**config.mk**
```make
export PLATFORM = sky130hd
export DESIGN_NAME = alu_writeback_flat
export DESIGN_NICKNAME = d
export VERILOG_FILES = /design/src/rtl/alu_writeback_if.sv /design/src/rtl/alu_writeback.sv /design/src/flat_wrapper.sv
export SDC_FILE = /design/constraint.sdc
export NUM_CORES = 1
export LEC_CHECK = 0
export CAP_MARGIN = 15
export CORE_ASPECT_RATIO = 0.5
export CORE_MARGIN = 3
export CORE_UTILIZATION = 40
export CTS_CLUSTER_SIZE = 10
export DETAILED_ROUTE_END_ITERATION = 16
export MAX_ROUTING_LAYER = met4
export PLACE_DENSITY_LB_ADDON = 0.1
export SYNTH_ARGS = -nofsm -noshare
export SYNTH_HDL_FRONTEND = slang
export SYNTH_SLANG_ARGS = --single-unit
```
**constraint.sdc**
```tcl
create_clock -name clock -period 2.7 [get_ports clock]
set_clock_uncertainty 0.2 [all_clocks]
set_input_delay 0.54 -clock clock [delete_from_list [all_inputs] [get_ports clock]]
set_output_delay 0.54 -clock clock [all_outputs]
set_load 0.02 [all_outputs]
```
**src/rtl/alu_writeback_if.sv**
```systemverilog
`default_nettype none
// ============================================================================
// Module      : alu_writeback_if
// Description : Bundle of the ALU-to-writeback handshake, read-port and
//               status signals. The master side drives the ALU result and
//               read addresses; the slave side is the writeback stage.
// Revision    : 1.0 - initial release
// ============================================================================
interface alu_writeback_if #(
  parameter int DATA_W = 8,
  parameter int ADDR_W = 3,
  parameter int CNT_W  = 16
);
  // ALU result handshake
  logic              in_valid;
  logic              in_ready;
  logic [DATA_W-1:0] alu_out;
  logic              alu_carry;
  logic [ADDR_W-1:0] dest_addr;
  logic              wb_en;
  logic              flags_en;
  logic              stall;

  // Operand read ports
  logic [ADDR_W-1:0] rd_addr_a;
  logic [DATA_W-1:0] rd_data_a;
  logic [ADDR_W-1:0] rd_addr_b;
  logic [DATA_W-1:0] rd_data_b;

  // Status
  logic              flag_z;
  logic              flag_n;
  logic              flag_c;
  logic              pend_valid;
  logic [CNT_W-1:0]  commit_count;

  modport master (
    output in_valid, alu_out, alu_carry, dest_addr, wb_en, flags_en, stall,
    output rd_addr_a, rd_addr_b,
    input  in_ready, rd_data_a, rd_data_b,
    input  flag_z, flag_n, flag_c, pend_valid, commit_count
  );

  modport slave (
    input  in_valid, alu_out, alu_carry, dest_addr, wb_en, flags_en, stall,
    input  rd_addr_a, rd_addr_b,
    output in_ready, rd_data_a, rd_data_b,
    output flag_z, flag_n, flag_c, pend_valid, commit_count
  );
endinterface
`default_nettype wire

```
**src/rtl/alu_writeback.sv**
```systemverilog
`default_nettype none
// ============================================================================
// Module      : alu_writeback
// Description : Writeback stage behind the 8-bit ALU. A one-entry pending
//               slot captures the ALU result, which then commits into an
//               8x8 register file and the Z/N/C flags. Two combinational read
//               ports supply the next instruction's operands, and a wrapping
//               commit counter gives debug visibility.
//               Optional macro WB_BYPASS_EN forwards the pending write to the
//               read ports before it commits.
// Revision    : 1.0 - initial release
// ============================================================================
module alu_writeback #(
  parameter int DATA_W    = 8,
  parameter int REG_COUNT = 8,
  parameter int ADDR_W    = 3,
  parameter int CNT_W     = 16
) (
  input  wire logic      clock,
  input  wire logic      reset,
  alu_writeback_if.slave bus
);

  // Pending slot
  logic              pend_valid_q, pend_valid_d;
  logic [DATA_W-1:0] pend_data_q,  pend_data_d;
  logic              pend_carry_q, pend_carry_d;
  logic [ADDR_W-1:0] pend_dest_q,  pend_dest_d;
  logic              pend_wb_q,    pend_wb_d;
  logic              pend_fl_q,    pend_fl_d;

  // Architectural state
  logic [DATA_W-1:0] regs_q [REG_COUNT];
  logic [DATA_W-1:0] regs_d [REG_COUNT];
  logic              flag_z_q, flag_z_d;
  logic              flag_n_q, flag_n_d;
  logic              flag_c_q, flag_c_d;
  logic [CNT_W-1:0]  commit_count_q, commit_count_d;

  // Handshake decode
  logic              in_ready;
  logic              accept;
  logic              commit;
  logic [DATA_W-1:0] rd_data_a;
  logic [DATA_W-1:0] rd_data_b;

  // The slot frees up whenever its current occupant is committing, so a
  // full slot can still take a new entry on the same edge.
  assign in_ready = !pend_valid_q || !bus.stall;
  assign accept   = bus.in_valid && in_ready;
  assign commit   = pend_valid_q && !bus.stall;

  // Pending slot: load on accept, drain on commit, otherwise hold
  always_comb begin
    pend_valid_d = pend_valid_q;
    pend_data_d  = pend_data_q;
    pend_carry_d = pend_carry_q;
    pend_dest_d  = pend_dest_q;
    pend_wb_d    = pend_wb_q;
    pend_fl_d    = pend_fl_q;
    if (accept) begin
      pend_valid_d = 1'b1;
      pend_data_d  = bus.alu_out;
      pend_carry_d = bus.alu_carry;
      pend_dest_d  = bus.dest_addr;
      pend_wb_d    = bus.wb_en;
      pend_fl_d    = bus.flags_en;
    end else if (commit) begin
      pend_valid_d = 1'b0;
    end
  end

  // Register file: write the pending data when it commits with wb_en
  always_comb begin
    for (int i = 0; i < REG_COUNT; i++) begin
      regs_d[i] = regs_q[i];
    end
    if (commit && pend_wb_q) begin
      regs_d[pend_dest_q] = pend_data_q;
    end
  end

  // Flags and commit counter update on commit
  always_comb begin
    flag_z_d       = flag_z_q;
    flag_n_d       = flag_n_q;
    flag_c_d       = flag_c_q;
    commit_count_d = commit_count_q;
    if (commit) begin
      // Counts every commit, including entries that write nothing
      commit_count_d = commit_count_q + CNT_W'(1);
      if (pend_fl_q) begin
        flag_z_d = (pend_data_q == '0);
        flag_n_d = pend_data_q[DATA_W-1];
        flag_c_d = pend_carry_q;
      end
    end
  end

  // State registers; reset discards any pending entry
  always_ff @(posedge clock) begin
    if (reset) begin
      pend_valid_q   <= 1'b0;
      pend_data_q    <= '0;
      pend_carry_q   <= 1'b0;
      pend_dest_q    <= '0;
      pend_wb_q      <= 1'b0;
      pend_fl_q      <= 1'b0;
      flag_z_q       <= 1'b0;
      flag_n_q       <= 1'b0;
      flag_c_q       <= 1'b0;
      commit_count_q <= '0;
      for (int i = 0; i < REG_COUNT; i++) begin
        regs_q[i] <= '0;
      end
    end else begin
      pend_valid_q   <= pend_valid_d;
      pend_data_q    <= pend_data_d;
      pend_carry_q   <= pend_carry_d;
      pend_dest_q    <= pend_dest_d;
      pend_wb_q      <= pend_wb_d;
      pend_fl_q      <= pend_fl_d;
      flag_z_q       <= flag_z_d;
      flag_n_q       <= flag_n_d;
      flag_c_q       <= flag_c_d;
      commit_count_q <= commit_count_d;
      for (int i = 0; i < REG_COUNT; i++) begin
        regs_q[i] <= regs_d[i];
      end
    end
  end

  // Read port A: committed value, optionally overridden by the pending write
  always_comb begin
    rd_data_a = regs_q[bus.rd_addr_a];
`ifdef WB_BYPASS_EN
    if (pend_valid_q && pend_wb_q && (bus.rd_addr_a == pend_dest_q)) begin
      rd_data_a = pend_data_q;
    end
`endif
  end

  // Read port B: same forwarding rule, evaluated independently of port A
  always_comb begin
    rd_data_b = regs_q[bus.rd_addr_b];
`ifdef WB_BYPASS_EN
    if (pend_valid_q && pend_wb_q && (bus.rd_addr_b == pend_dest_q)) begin
      rd_data_b = pend_data_q;
    end
`endif
  end

  assign bus.in_ready     = in_ready;
  assign bus.rd_data_a    = rd_data_a;
  assign bus.rd_data_b    = rd_data_b;
  assign bus.flag_z       = flag_z_q;
  assign bus.flag_n       = flag_n_q;
  assign bus.flag_c       = flag_c_q;
  assign bus.pend_valid   = pend_valid_q;
  assign bus.commit_count = commit_count_q;

endmodule
`default_nettype wire

```
**src/flat_wrapper.sv**
```systemverilog
// flat-port wrapper written by rule: the top's interface ports become plain ports
module alu_writeback_flat 
#(
  parameter int DATA_W    = 8,
  parameter int REG_COUNT = 8,
  parameter int ADDR_W    = 3,
  parameter int CNT_W     = 16
)
  (clock, reset, bus_in_valid, bus_alu_out, bus_alu_carry, bus_dest_addr, bus_wb_en, bus_flags_en, bus_stall, bus_rd_addr_a, bus_rd_addr_b, bus_in_ready, bus_rd_data_a, bus_rd_data_b, bus_flag_z, bus_flag_n, bus_flag_c, bus_pend_valid, bus_commit_count);
  alu_writeback_if #(.DATA_W(DATA_W), .ADDR_W(ADDR_W), .CNT_W(CNT_W)) bus_i ();
  input  wire logic clock;
  input  wire logic reset;
  input wire logic [$bits(bus_i.in_valid)-1:0] bus_in_valid;
  input wire logic [$bits(bus_i.alu_out)-1:0] bus_alu_out;
  input wire logic [$bits(bus_i.alu_carry)-1:0] bus_alu_carry;
  input wire logic [$bits(bus_i.dest_addr)-1:0] bus_dest_addr;
  input wire logic [$bits(bus_i.wb_en)-1:0] bus_wb_en;
  input wire logic [$bits(bus_i.flags_en)-1:0] bus_flags_en;
  input wire logic [$bits(bus_i.stall)-1:0] bus_stall;
  input wire logic [$bits(bus_i.rd_addr_a)-1:0] bus_rd_addr_a;
  input wire logic [$bits(bus_i.rd_addr_b)-1:0] bus_rd_addr_b;
  output wire logic [$bits(bus_i.in_ready)-1:0] bus_in_ready;
  output wire logic [$bits(bus_i.rd_data_a)-1:0] bus_rd_data_a;
  output wire logic [$bits(bus_i.rd_data_b)-1:0] bus_rd_data_b;
  output wire logic [$bits(bus_i.flag_z)-1:0] bus_flag_z;
  output wire logic [$bits(bus_i.flag_n)-1:0] bus_flag_n;
  output wire logic [$bits(bus_i.flag_c)-1:0] bus_flag_c;
  output wire logic [$bits(bus_i.pend_valid)-1:0] bus_pend_valid;
  output wire logic [$bits(bus_i.commit_count)-1:0] bus_commit_count;
  assign bus_i.in_valid = bus_in_valid;
  assign bus_i.alu_out = bus_alu_out;
  assign bus_i.alu_carry = bus_alu_carry;
  assign bus_i.dest_addr = bus_dest_addr;
  assign bus_i.wb_en = bus_wb_en;
  assign bus_i.flags_en = bus_flags_en;
  assign bus_i.stall = bus_stall;
  assign bus_i.rd_addr_a = bus_rd_addr_a;
  assign bus_i.rd_addr_b = bus_rd_addr_b;
  assign bus_in_ready = bus_i.in_ready;
  assign bus_rd_data_a = bus_i.rd_data_a;
  assign bus_rd_data_b = bus_i.rd_data_b;
  assign bus_flag_z = bus_i.flag_z;
  assign bus_flag_n = bus_i.flag_n;
  assign bus_flag_c = bus_i.flag_c;
  assign bus_pend_valid = bus_i.pend_valid;
  assign bus_commit_count = bus_i.commit_count;
  alu_writeback #(.DATA_W(DATA_W), .REG_COUNT(REG_COUNT), .ADDR_W(ADDR_W), .CNT_W(CNT_W)) u_core (.clock(clock), .reset(reset), .bus(bus_i));
endmodule
```
==> results.ini, run 1 <==
[route]
drt_iter0_drc=201
wl_per_cell_um=17.85
drt_first_pass_iters=4
wirelength_um=12370
ant_nets=0
vias_per_cell=5.180
route.detailed.drc=0
num_vias=3590

[pwr]
power.density_nw_per_um2=513.1
p_leak_nw=2.189
peakVddDrop_v=0.0003695

[layout]
drive_gt1_frac=0.2303
register_area_um2=1962
antenna_cells=0
final_cell_mix=dfxtp_1, nor2_1, nand2_1
fin_nets=554
multi_input_comb_area_um2=2562
nFillCells=1046
final_cells=693
final_area_um2=5948
syn2layout_area_growth_pct=26.40
final_common_cell=dfxtp_1

[job]
max_cap_viol_count=0

[synthesis]
syn_area_um2=4706
synth_seq_cells=98
ys_types=35
ys.warnings.count=0
synth_xor_area_frac=0.02047
synth_fa_ha_area_frac=0.002659
synthSimpleGateAreaFrac=0.1643
syn-instance-count=466
yosysSeqAreaShare=0.4169
synth_compound_area_frac=0.06115
synth.area.mux_share=0.2959
avgSynthCellArea_um2=10.10
synth_nets=491
synth_top_family_by_area=multiplexers

[grt]
grt_pass1_wl_um=19960
grt_util_all_layers=0.2039
overflow=0
grt_max_degree=62
grt_pass1_vias=3557
antenna_found_initial=0

[critical_path]
r2r-start=u_core.pend_dest_q[1]
ff2ff_path_depth=5
path_class=input port to primary output
r2r_setup_slack_ns=0.84
end_kind=primary output
cp_max_fo=5
rr_endpoint=u_core.regs_q[6][7]
critPathRequiredTime_ns=1.96
start_kind=input port
critical_path_arrival_ns=1.87

[die]
chipWidth_um=159.4
core_area_um2=11220
dieHeight_um=82.70
io_pins=61
initial_core_util=0.4196
die-area_um2=13180
rows=27

[timing]
rsz0062_at_grt=false
finalCritPeriodShare=0.9656
worst_slack_ns=0.09294
slew_viol_final=0
relSlewSlack=0.4916
fmax_mhz=383.6
hold_violations=0
setup_violations=0
fin_crit_ns=2.607
tightest_slew_ns=0.7622

[clock_tree]
clk_path_buf_depth=2
post_cts_buffers=0
numCtsBuffers=9
clock-sinks=98
clk_pin_slew_ns=0.07
cts_tree=built
postCtsHoldBufs=0
cts.htree.levels=3
cts-root-buf=clkbuf_16
clk-insertion-delay-late_ns=0.33

[place]
numPortBuffers=60
place.gp.congestion=0.7922
preCtsSetupSlack_ns=-0.6248
post-place-cells=675
placed_area_um2=5662
dp.final_hpwl_um=8298

[run_status]
status=finished, final reports clean

[worst_hold_path]
hold_path_depth=2
min_path_type=flop to flop
hold_path_end=u_core.bus.flag_z
hold_start=u_core.bus.flag_z

## what timing repair did
action                                  CTS  global route
endpoints found under the setup margin   16             8
endpoints found under the hold margin     0             0
gates resized for setup                  76             4
gates cloned                              2             0
## routing by layer
metal,wire length (um),global-route usage,up-vias
met4,31,0.03668,0
met2,5381,0.3081,90
met3,767,0.05331,2
li1,-,-,1767
met1,6186,0.2808,1731
met5,0,-,-
## worst max-delay path, cell delays in order
cell	delay, ns
dlygate4sd2_1	0.24
buf_12	0.13
mux4_2	0.52
mux2_2	0.28
buf_2	0.16
## how the worst max path moves through the flow
stage | startpoint | endpoint | slack, ns | cells after the start
floorplan | bus_rd_addr_a[0] | bus_rd_data_a[0] | 0.17 | 4
finish | bus_rd_addr_a[1] | bus_rd_data_a[5] | 0.09 | 5
CTS | bus_rd_addr_b[0] | bus_rd_data_b[2] | 0.02 | 5
global route | bus_rd_addr_b[1] | bus_rd_data_b[5] | 0.06 | 5
global placement | bus_rd_addr_b[0] | bus_rd_data_b[2] | -0.63 | 5
detailed placement | bus_rd_addr_b[0] | bus_rd_data_b[2] | -0.62 | 5
## cell type report
cell class | count | area share
repair buffers | 89 | 0.1502
well taps | 159 | 0.03345
flip-flops and latches | 98 | 0.3298
multi-input cells | 327 | 0.4308
clock inverters | 3 | 0.007783
clock buffers | 13 | 0.04544
inverters | 4 | 0.002524
## power by group
group / total, mW / switching, mW / internal [mW] / leakage (nW)
sequential: 1.50 / 0.0382 / 1.46 / 0.792
clock: 1.34 / 0.540 / 0.797 / 0.152
combinational: 0.218 / 0.107 / 0.111 / 1.25
total: 3.05 / 0.684 / 2.37 / 2.19
## through the flow
stage / power, mW / setup TNS [ns] / hold WS, ns / util
2_1_floorplan: 1.638 / 0 / 0.2369 / -
3_3_place_gp: 1.740 / -9.837 / 0.2507 / 0.5048
3_5_place_dp: 1.741 / -9.754 / 0.2540 / 0.5048
4_1_cts: 3.094 / 0 / 0.2618 / 0.5315
5_1_grt: 3.176 / 0 / 0.2950 / 0.5303
6_report: 3.052 / 0 / 0.2591 / 0.5303
## flip-flops by register name (all words and copies together), names as in the netlist
register and count:
u_core.pend_fl_q 1, u_core.bus.pend_valid 1, u_core.pend_data_q 8, u_core.bus.flag_n 1, u_core.pend_dest_q 3, u_core.pend_wb_q 1
u_core.bus.commit_count 16, u_core.bus.flag_c 1, u_core.pend_carry_q 1, u_core.regs_q 64, u_core.bus.flag_z 1
## cells in the mapped netlist
| library cell | instances | area (um2) |
|---|---|---|
| mux4_2 | 32 | 720.7 |
| nor3_1 | 4 | 20.02 |
| inv_1 | 4 | 15.01 |
| mux2i_1 | 48 | 480.5 |
| a21oi_1 | 38 | 190.2 |
| nand2_1 | 57 | 214.0 |
| and2b_2 | 1 | 8.760 |
| xnor2_1 | 9 | 78.83 |
| nand3b_2 | 2 | 22.52 |
| mux2_2 | 17 | 191.4 |
| clkbuf_1 | 21 | 78.83 |
| nor3b_1 | 1 | 7.510 |
| buf_1 | 5 | 18.77 |
| nand2b_4 | 1 | 13.76 |
| dfxtp_1 | 98 | 1962 |
| nand3b_1 | 2 | 15.01 |
| nor4_4 | 1 | 21.27 |
| ha_1 | 1 | 12.51 |
| buf_6 | 1 | 11.26 |
| buf_2 | 7 | 35.03 |
| nor2b_1 | 1 | 6.260 |
| nor3_2 | 1 | 10.01 |
| o21ai_0 | 18 | 90.09 |
| nor3_4 | 3 | 48.80 |
| a21o_1 | 1 | 7.510 |
| xor2_1 | 2 | 17.52 |
| nor4_1 | 6 | 37.54 |
| nand4_1 | 4 | 25.02 |
| nand3_2 | 2 | 20.02 |
| nand4b_1 | 1 | 8.760 |
| and2_0 | 1 | 6.260 |
| nor2_1 | 64 | 240.2 |
| buf_4 | 3 | 22.52 |
| or3_1 | 2 | 12.51 |
| nand3_1 | 7 | 35.03 |
## cells by family (layout without fill, tap and decap cells)
family          after synthesis  count (layout)
compound gates               57              57
xor+xnor                     11              11
fa+ha+maj                     1               1
buf+inv                      41             109
flops                        98              98
mux                          97              97
simple gates                161             161
Note: power is estimated with default switching activity, not from simulation.
==> inputs of run 2 (changes only) <==
--- a/config.mk
+++ b/config.mk
@@ -7,7 +7,6 @@
 export LEC_CHECK = 0
 export CAP_MARGIN = 15
 export CORE_ASPECT_RATIO = 0.5
-export CORE_MARGIN = 3
 export CORE_UTILIZATION = 40
 export CTS_CLUSTER_SIZE = 10
 export DETAILED_ROUTE_END_ITERATION = 16
==> run 2 against run 1 <==
Final cell count rose by 0.14%. Register-to-register slack barely moved. Final area rose by 0.27%. Global-route usage grew 1.4 points. Via count increased by 1.2%. Die area shrank 7.2%. Critical path type unchanged. Critical endpoint is now bus_rd_data_b[5]. Largest cell class unchanged.
==> results.ini, run 2 (synthesis gave the netlist of run 1 again) <==
[layout]
final_common_cell=dfxtp_1
final_area_um2=5964  ; +0.27%
largest_reg_flops=64  ; unchanged
drive_gt1_frac=0.2318  ; +0.001439
regMostFlops=u_core.regs_q
antenna_cells=0  ; unchanged
final_cell_mix=dfxtp_1, nor2_1, nand2_1
syn2layout_area_growth_pct=26.75
final_cells=694  ; +0.14%
fin_nets=555  ; +0.18%

[grt]
antenna_found_initial=0  ; unchanged
grt_pass1_vias=3431  ; -3.5%
grt_util_all_layers=0.2176  ; +0.01373
grt_max_degree=34  ; -45%
grt_pass1_wl_um=19420  ; -2.7%
overflow=0  ; unchanged

[die]
initial_core_util=0.4196  ; unchanged
core_area_um2=11220  ; unchanged
chipWidth_um=155.4  ; -2.5%
dieHeight_um=78.70  ; -4.8%
die-area_um2=12230  ; -7.2%
rows=27  ; unchanged
io_pins=61  ; unchanged

[worst_hold_path]
min_path_type=flop to flop

[pwr]
peakVddDrop_v=0.0002776  ; -25%
power.density_nw_per_um2=520.9  ; +1.5%
p_leak_nw=2.202  ; +0.58%
power.total_mw=3.107  ; +1.8%

[timing]
finalCritPeriodShare=0.9792  ; +0.01363
fin_crit_ns=2.644  ; +0.03680 ns
rsz0062_at_grt=false
hold_violations=0  ; unchanged
fmax_mhz=378.2  ; -1.4%
slew_viol_final=0  ; unchanged
relSlewSlack=0.5548  ; +0.06319
worst_slack_ns=0.05613  ; -0.03680 ns
tightest_slew_ns=0.6674  ; -0.09473 ns
holdWs_ns=0.2623  ; +0.003287 ns
setup_violations=0  ; unchanged

[route]
vias_per_cell=5.233  ; +1.0%
wirelength_um=12040  ; -2.7%
route.detailed.drc=0  ; unchanged
drt_first_pass_iters=5  ; +1
wl_per_cell_um=17.34  ; -2.8%
ant_nets=0  ; unchanged
num_vias=3632  ; +1.2%
drt_iter0_drc=250  ; +24%

[clock_tree]
numCtsBuffers=9  ; unchanged
clock-sinks=98  ; unchanged
cts_tree=built
cts.htree.levels=3  ; unchanged
clk_pin_slew_ns=0.07  ; about the same
clk_path_buf_depth=2  ; unchanged
cts-root-buf=clkbuf_16
clk-insertion-delay-late_ns=0.34  ; about the same

[critical_path]
cp_max_fo=8  ; +3
critPathRequiredTime_ns=1.96  ; about the same
critical_path_arrival_ns=1.90  ; +0.03 ns
end_kind=primary output
path_class=input port to primary output
start_kind=input port

[run_status]
status=finished, final reports clean

[place]
dp.final_hpwl_um=8163  ; -1.6%
preCtsSetupSlack_ns=-0.6158  ; +0.008986 ns
place.gp.congestion=0.8049  ; +1.6%
post-place-cells=673  ; -0.30%
placed_area_um2=5634  ; -0.49%
numPortBuffers=60  ; unchanged

[job]
max_cap_viol_count=0  ; unchanged

## run 2: cell types whose count changed in the layout (fill, tap and decap cells not counted), sizes merged
cell	change
clkbuf	-3
inv	+1
clkinv	+1
bufinv	+1
clkdlybuf4s15	+1
## run 2: per-stage QoR
step / util / setup TNS [ns]
after global routing: 0.5318 / 0
after detailed placement: 0.5023 / -9.674
after floorplan: - / 0
after global placement: 0.5023 / -9.810
final: 0.5318 / 0
after CTS: 0.5334 / -0.04940
## run 2: path summary, 6_finish.rpt
path	from	cells past startpoint	slack, ns	to
hold reg to reg	u_core.bus.flag_c	2	0.26	u_core.bus.flag_c
setup / recovery	bus_rd_addr_b[1]	5	0.06	bus_rd_data_b[5]
setup reg to reg	u_core.bus.commit_count[0]	5	0.85	u_core.bus.commit_count[14]
hold / removal	u_core.bus.flag_c	2	0.26	u_core.bus.flag_c
## run 2: where the power goes
group / total [mW] / switching (mW) / internal (mW)
Combinational: 0.223 / 0.106 / 0.117
Sequential: 1.50 / 0.0372 / 1.46
Clock: 1.39 / 0.571 / 0.816
## run 2: per-layer routing
| metal | up-vias | global-route usage | wire length, um |
|---|---|---|---|
| met5 | - | - | 0 |
| li1 | 1777 | - | - |
| met3 | 6 | 0.04858 | 795 |
| met4 | 0 | 0.05784 | 69 |
| met1 | 1753 | 0.3073 | 5924 |
| met2 | 96 | 0.3139 | 5247 |
## run 2: critical path: stages
cell and delay [ns]:
dlygate4sd2_1 0.25, buf_12 0.15, mux4_2 0.53, mux2_2 0.28, buf_2 0.16
## run 2: area by class of cell
class | count | area [um2]
clock buffer | 10 | 229.0
clock inverter | 6 | 90.09
fill | 1066 | 5251
inverter | 4 | 15.01
multi-input combinational | 327 | 2562
sequential | 98 | 1962
tap | 159 | 198.9
timing repair buffer | 90 | 907.1
## run 2: timing repair
action	CTS	global route
hold endpoints to repair	0	0
gates cloned	2	0
setup buffers	3	0
hold buffers	0	0
setup endpoints to repair	16	9
gates resized for setup	77	4
==> inputs of run 3 (changes only) <==
--- a/config.mk
+++ b/config.mk
@@ -10,6 +10,7 @@
 export CORE_UTILIZATION = 40
 export CTS_CLUSTER_SIZE = 10
 export DETAILED_ROUTE_END_ITERATION = 16
+export GPL_ROUTABILITY_DRIVEN = 1
 export MAX_ROUTING_LAYER = met4
 export PLACE_DENSITY_LB_ADDON = 0.1
 export SYNTH_ARGS = -nofsm -noshare
==> results of run 3 <==
The final DEF is identical to that of run 2; final timing and power are the same.
